### src/rtl/pipeline_pkg.sv
`default_nettype none
// ============================================================================
// Module      : pipeline_pkg
// Description : Shared state encoding, NOP constants and hazard helper for
//               the pipeline controller.
// Revision    : 1.0
// ============================================================================
package pipeline_pkg;

    localparam int C_REG_W = 5;

    typedef enum logic [1:0] {
        ST_RUN            = 2'd0,
        ST_MEM_WAIT       = 2'd1,
        ST_MEM_WAIT_REDIR = 2'd2
    } pc_state_e;

    localparam logic [31:0]        C_ZERO_INSTR = 32'h0000_0000;
    localparam logic [31:0]        C_NOP_INSTR  = 32'h0000_0013;
    localparam logic [C_REG_W-1:0] C_ZERO_REG   = '0;

    // x0 is hardwired to zero, so a load targeting it can never create a hazard.
    function automatic logic load_use_hazard(
        input logic               mem_read,
        input logic [C_REG_W-1:0] rd,
        input logic [C_REG_W-1:0] rs1,
        input logic [C_REG_W-1:0] rs2
    );
        return mem_read && (rd != C_ZERO_REG) && ((rd == rs1) || (rd == rs2));
    endfunction

endpackage : pipeline_pkg
`default_nettype wire

### src/rtl/sat_counter.sv
`default_nettype none
// ============================================================================
// Module      : sat_counter
// Description : Up-counter that holds at all-ones instead of wrapping.
// Revision    : 1.0
// ============================================================================
module sat_counter #(
    parameter int WIDTH = 32
) (
    input  logic             clk,
    input  logic             rst,
    input  logic             i_inc,
    output logic [WIDTH-1:0] o_count
);

    localparam logic [WIDTH-1:0] C_ONE = {{(WIDTH-1){1'b0}}, 1'b1};
    localparam logic [WIDTH-1:0] C_MAX = '1;

    logic [WIDTH-1:0] r_count;

    always_ff @(posedge clk) begin
        if (rst) begin
            r_count <= '0;
        end else if (i_inc && (r_count != C_MAX)) begin
            r_count <= r_count + C_ONE;
        end
    end

    assign o_count = r_count;

endmodule : sat_counter
`default_nettype wire

### src/rtl/pipeline_controller.sv
`default_nettype none
// ============================================================================
// Module      : pipeline_controller
// Description : Hazard, instruction-memory stall and branch-redirect control
//               for a five-stage pipeline, with performance counters.
// Revision    : 1.0
// ============================================================================
module pipeline_controller
    import pipeline_pkg::*;
#(
    parameter int CNT_W = 32,
    parameter int XLEN  = 64
) (
    input  logic               clk,
    input  logic               reset,
    input  logic [C_REG_W-1:0] ifid_rs1,
    input  logic [C_REG_W-1:0] ifid_rs2,
    input  logic               idex_mem_read,
    input  logic [C_REG_W-1:0] idex_rd,
    input  logic               branch_taken,
    input  logic [XLEN-1:0]    branch_target,
    input  logic               imem_ready,
    output logic               pc_write,
    output logic               ifid_write,
    output logic               ifid_flush,
    output logic               idex_bubble,
    output logic               pc_sel,
    output logic [XLEN-1:0]    redirect_pc,
    output logic [CNT_W-1:0]   stall_cycles,
    output logic [CNT_W-1:0]   flush_count
);

    pc_state_e        r_state;
    pc_state_e        w_next_state;
    logic [XLEN-1:0]  r_pending_target;
    logic             w_latch_target;
    logic             w_stall_inc;
    logic             w_flush_inc;
    logic             w_hazard;

    always_comb begin
        w_hazard       = load_use_hazard(idex_mem_read, idex_rd, ifid_rs1, ifid_rs2);
        pc_write       = 1'b0;
        ifid_write     = 1'b0;
        ifid_flush     = 1'b0;
        idex_bubble    = 1'b0;
        pc_sel         = 1'b0;
        redirect_pc    = r_pending_target;
        w_next_state   = r_state;
        w_latch_target = 1'b0;
        w_stall_inc    = 1'b0;
        w_flush_inc    = 1'b0;

        if (reset) begin
            ifid_flush  = 1'b1;
            idex_bubble = 1'b1;
        end else begin
            case (r_state)
                ST_MEM_WAIT_REDIR: begin
                    // The flush was already counted when the redirect was first seen.
                    ifid_flush  = 1'b1;
                    idex_bubble = 1'b1;
                    if (imem_ready) begin
                        pc_sel       = 1'b1;
                        pc_write     = 1'b1;
                        w_next_state = ST_RUN;
                        if (branch_taken) begin
                            redirect_pc = branch_target;
                        end
                    end else if (branch_taken) begin
                        w_latch_target = 1'b1;
                    end
                end
                default: begin
                    // RUN and MEM_WAIT react identically to the current inputs.
                    if (branch_taken) begin
                        ifid_flush  = 1'b1;
                        idex_bubble = 1'b1;
                        w_flush_inc = 1'b1;
                        if (imem_ready) begin
                            pc_sel       = 1'b1;
                            pc_write     = 1'b1;
                            redirect_pc  = branch_target;
                            w_next_state = ST_RUN;
                        end else begin
                            w_latch_target = 1'b1;
                            w_next_state   = ST_MEM_WAIT_REDIR;
                        end
                    end else if (!imem_ready) begin
                        idex_bubble  = 1'b1;
                        w_stall_inc  = 1'b1;
                        w_next_state = ST_MEM_WAIT;
                    end else if (w_hazard) begin
                        idex_bubble  = 1'b1;
                        w_stall_inc  = 1'b1;
                        w_next_state = ST_RUN;
                    end else begin
                        pc_write     = 1'b1;
                        ifid_write   = 1'b1;
                        w_next_state = ST_RUN;
                    end
                end
            endcase
        end
    end

    always_ff @(posedge clk) begin
        if (reset) begin
            r_state          <= ST_RUN;
            r_pending_target <= '0;
        end else begin
            r_state <= w_next_state;
            if (w_latch_target) begin
                r_pending_target <= branch_target;
            end
        end
    end

    sat_counter #(
        .WIDTH   (CNT_W)
    ) u_stall_cnt (
        .clk     (clk),
        .rst     (reset),
        .i_inc   (w_stall_inc),
        .o_count (stall_cycles)
    );

    sat_counter #(
        .WIDTH   (CNT_W)
    ) u_flush_cnt (
        .clk     (clk),
        .rst     (reset),
        .i_inc   (w_flush_inc),
        .o_count (flush_count)
    );

endmodule : pipeline_controller
`default_nettype wire

### config.mk
export PLATFORM = sky130hd
export DESIGN_NAME = pipeline_controller
export DESIGN_NICKNAME = d
export VERILOG_FILES = /design/src/rtl/pipeline_pkg.sv /design/src/rtl/sat_counter.sv /design/src/rtl/pipeline_controller.sv
export SDC_FILE = /design/constraint.sdc
export NUM_CORES = 1
export LEC_CHECK = 0
export CAP_MARGIN = 20
export CORE_MARGIN = 2
export CORE_UTILIZATION = 42
export DETAILED_ROUTE_END_ITERATION = 6
export GPL_ROUTABILITY_DRIVEN = 0
export MAX_ROUTING_LAYER = met4
export PLACE_DENSITY_LB_ADDON = 0.12
export SLEW_MARGIN = 0
export SYNTH_ARGS = -nofsm -noshare
export SYNTH_HDL_FRONTEND = slang
export SYNTH_SLANG_ARGS = --single-unit
### constraint.sdc
create_clock -name clk -period 2 [get_ports clk]
set_input_delay 0.4 -clock clk [delete_from_list [all_inputs] [get_ports clk]]
set_output_delay 0.4 -clock clk [all_outputs]
set_load 0.05 [all_outputs]
==> run_results.csv, run 1 <==
group,metric,value,unit
outcome,status,"complete, but fails checks",
outcome,violations,"setup timing",
worst_setup_path,worstPathArrival,1780,ps
route,drtIter0Drc,321,
run,maxCapViolations,0,
timing,slew_headroom,0.477,
synth,ys.flop_type,"dfxtp_1",
power,power,7.08,mW
route,via_count,6516,
timing,worst_pin_slew,785,ps
route,dr.pass1.iters,5,
route,drtAntennaViolNets,0,
die,die_y,127,um
synth,synth_warnings,0,
clock_network,clk_latency,410,ps
synth,syn_area_per_cell,8.30,um2
die,die_width,127,um
timing,maxSlewViolCount,0,
route,wl,19.2,mm
die,core_area,15000,um2
power,switching_power,1.86,mW
global_routing,grt_pass1_vias,6297,
synth,yosys.cell_types.count,56,
global_routing,grt_usage,0.238,
timing,skew,5.66,ps
place,dpl.hpwl,13.1,mm
global_routing,antenna_found_initial,0,
global_routing,grt_max_degree,71,
die,start_util,0.426,
global_routing,grt.overflow.total,0,
worst_setup_path,path_delay_family,"simple AND/OR/NAND/NOR gates",
clock_network,cts.sinks,130,
power,p_sw_frac,0.262,
hold_path,hold_class,"input pin to flop",
route,drc,0,
power,p_clk_frac,0.412,
global_routing,grt_pass1_wl,30.5,mm
timing,tns,-605,ps
power,pwr-share-seq,0.380,
route,via_per_inst,5.26,
cells_and_area,area_growth,70.8,%
power,p_comb_frac,0.209,
timing,max_freq,0.458,GHz
die,io-pin-count,217,
cells_and_area,postLayoutCoreUtil,0.727,
worst_setup_path,path_max_fanout,3,
power,power_density,648,nW/um2
cells_and_area,instances_no_fill,1239,
power,intPower,5.23,mW
route,wl_per_cell,15.5,um
synth,async_reset_ff_frac,0,
power,leakage,4.65,nW
clock_network,h-tree-depth,4,
timing,final.period_utilization,1.09,
worst_setup_path,cp.required,1600,ps
cells_and_area,nets,1127,
die,fp.dieArea,16200,um2
timing,period_minus_slack,2180,ps
worst_setup_path,cp_cell_sequence,"buf_8, or4_4, o21ai_4, o21a_1, and2_4, clkinvlp_4, buf_8",
cells_and_area,drive_above_1_share,0.335,
synth,synth_edf_count,0,
worst_setup_path,cpPeakStageDelay,540,ps
synth,synth_seq_area_share,0.407,
timing,rsz0062_at_grt,"yes",
cells_and_area,antenna_cells,0,
synth,synth_cells,771,
worst_setup_path,cpMaxStageDelayCell,"or4_4",
clock_network,cts_root_buffer,"clkbuf_16",
die,rows,45,
power,ir_drop,585,uV
clock_network,cts_hold_buf,0,
place,io_buffer_count,216,
worst_setup_path,crit_buf_inv,3,
synth,syn-num-nets,857,
worst_setup_path,worstSetupEndpointType,"output port",
worst_setup_path,worstSetupPathType,"input pin to output port",
worst_setup_path,crit_top_cell,"buf_8",
timing,hold_viol,0,
timing,worst_slack,-183,ps
place,dpl.cell_count,1194,
worst_setup_path,start_kind,"input pin",
synth,syn-cell-area,6400,um2
clock_network,cts_buffers,17,
clock_network,clockBufferDepth,2,
synth,synth_seq_cells,130,
clock_network,cts_tree,"yes",
timing,finalSetupViolations,8,
clock_network,cts.clk_slew.worst_paths,50,ps
## metrics by stage
step	hold slack [ps]	worst slack, ps	instance area [um2]
4_1_cts	382	-185	10700
3_3_place_gp	440	-602	9950
3_5_place_dp	450	-623	9950
5_1_grt	424	-240	10900
2_1_floorplan	432	-265	6550
6_report	424	-183	10900
## state kept, by name, summed over array words and instances (netlist names)
register and count:
r_state 2, u_flush_cnt.o_count 32, r_pending_target 64, u_stall_cnt.o_count 32
## Yosys cell counts, types with 3 or more instances
library cell / n / share of area
a21oi_1: 33 / 0.026
and2_1: 3 / 0.0029
and3_1: 8 / 0.0078
and4_1: 5 / 0.0068
buf_2: 5 / 0.0039
clkbuf_1: 35 / 0.021
dfxtp_1: 130 / 0.41
inv_1: 17 / 0.010
mux2_2: 66 / 0.12
mux2i_1: 4 / 0.0063
nand2_1: 154 / 0.090
nand3_1: 28 / 0.022
nand4_1: 21 / 0.021
nor2_1: 37 / 0.022
nor3_1: 11 / 0.0086
nor4_1: 9 / 0.0088
o21ai_0: 81 / 0.063
o31ai_1: 15 / 0.018
or3_1: 19 / 0.019
or4_1: 13 / 0.015
xnor2_1: 23 / 0.031
xor2_1: 9 / 0.012
## power by group through the flow
stage	clock network (mW)	logic (mW)	registers, mW
floorplan	0	0.660	2.74
global placement	0	1.40	2.74
detailed placement	0	1.41	2.74
CTS	2.98	1.46	2.69
global route	3.08	1.55	2.70
finish	2.92	1.48	2.69
## layout by cell type (no fill, tap or decap), types with 33 or more instances in the layout
| cell | n |
|---|---|
| buf_12 | 74 |
| buf_4 | 73 |
| dfxtp_1 | 77 |
| clkdlybuf4s50_1 | 69 |
| dfxtp_2 | 37 |
| mux2_2 | 54 |
| o21ai_0 | 81 |
| nor2_1 | 33 |
| nand2_1 | 154 |
| dlygate4sd2_1 | 37 |
## cell families after synthesis
| family | Yosys count | share of synthesized area |
|---|---|---|
| xor gates and xnor gates | 32 | 0.0438 |
| DFF | 130 | 0.407 |
| AOI/OAI and AO/OA | 144 | 0.127 |
| buffers and inverters | 63 | 0.0399 |
| adders and majority gates | 2 | 0.00391 |
| muxes | 70 | 0.122 |
| and+or+nand+nor | 330 | 0.256 |
## worst register-to-register path: cells and delay by family (launching register included)
family / cells / cell delay (ps)
compound gates: 2 / 390
buf+inv: 2 / 260
flops: 1 / 300
simple gates: 4 / 1040
## cell type report
class / count / area (um2)
inverter: 18 / 73.8
fill: 1118 / 4100
multi-input combinational: 578 / 3750
clock inverter: 4 / 20.0
timing repair buffer: 296 / 3610
sequential: 130 / 2710
clock buffer: 25 / 538
tap: 188 / 235
## final timing paths
| kind | start | to | slack [ps] | cells after the start |
|---|---|---|---|---|
| worst min register to register | r_pending_target[58] | r_pending_target[58] | 450 | 2 |
| worst min-delay path | branch_taken | r_state[0] | 420 | 4 |
| worst max-delay path | idex_rd[4] | idex_bubble | -180 | 7 |
| worst max register to register | r_state[1] | u_stall_cnt.o_count[16] | -60 | 8 |
## timing repair
action,CTS,global route
buffers inserted,8,5
endpoints found under the setup margin,128,78
pin swaps,21,9
gates resized for setup,98,47
gates cloned,3,2
## routing by layer
layer | vias to the layer above | track usage | routed length [um]
li1 | 3273 | - | -
met1 | 3054 | 0.274 | 8020
met2 | 166 | 0.396 | 9530
met3 | 23 | 0.0850 | 1360
met4 | 0 | 0.0608 | 303
met5 | - | - | 0
Note: power is estimated with default switching activity, not from simulation.
==> run 2, diff against run 1 <==
HOLD_SLACK_MARGIN = 0.05   (was not set)
==> results of run 2 <==
The final DEF is identical to that of run 1; final timing and power are the same.
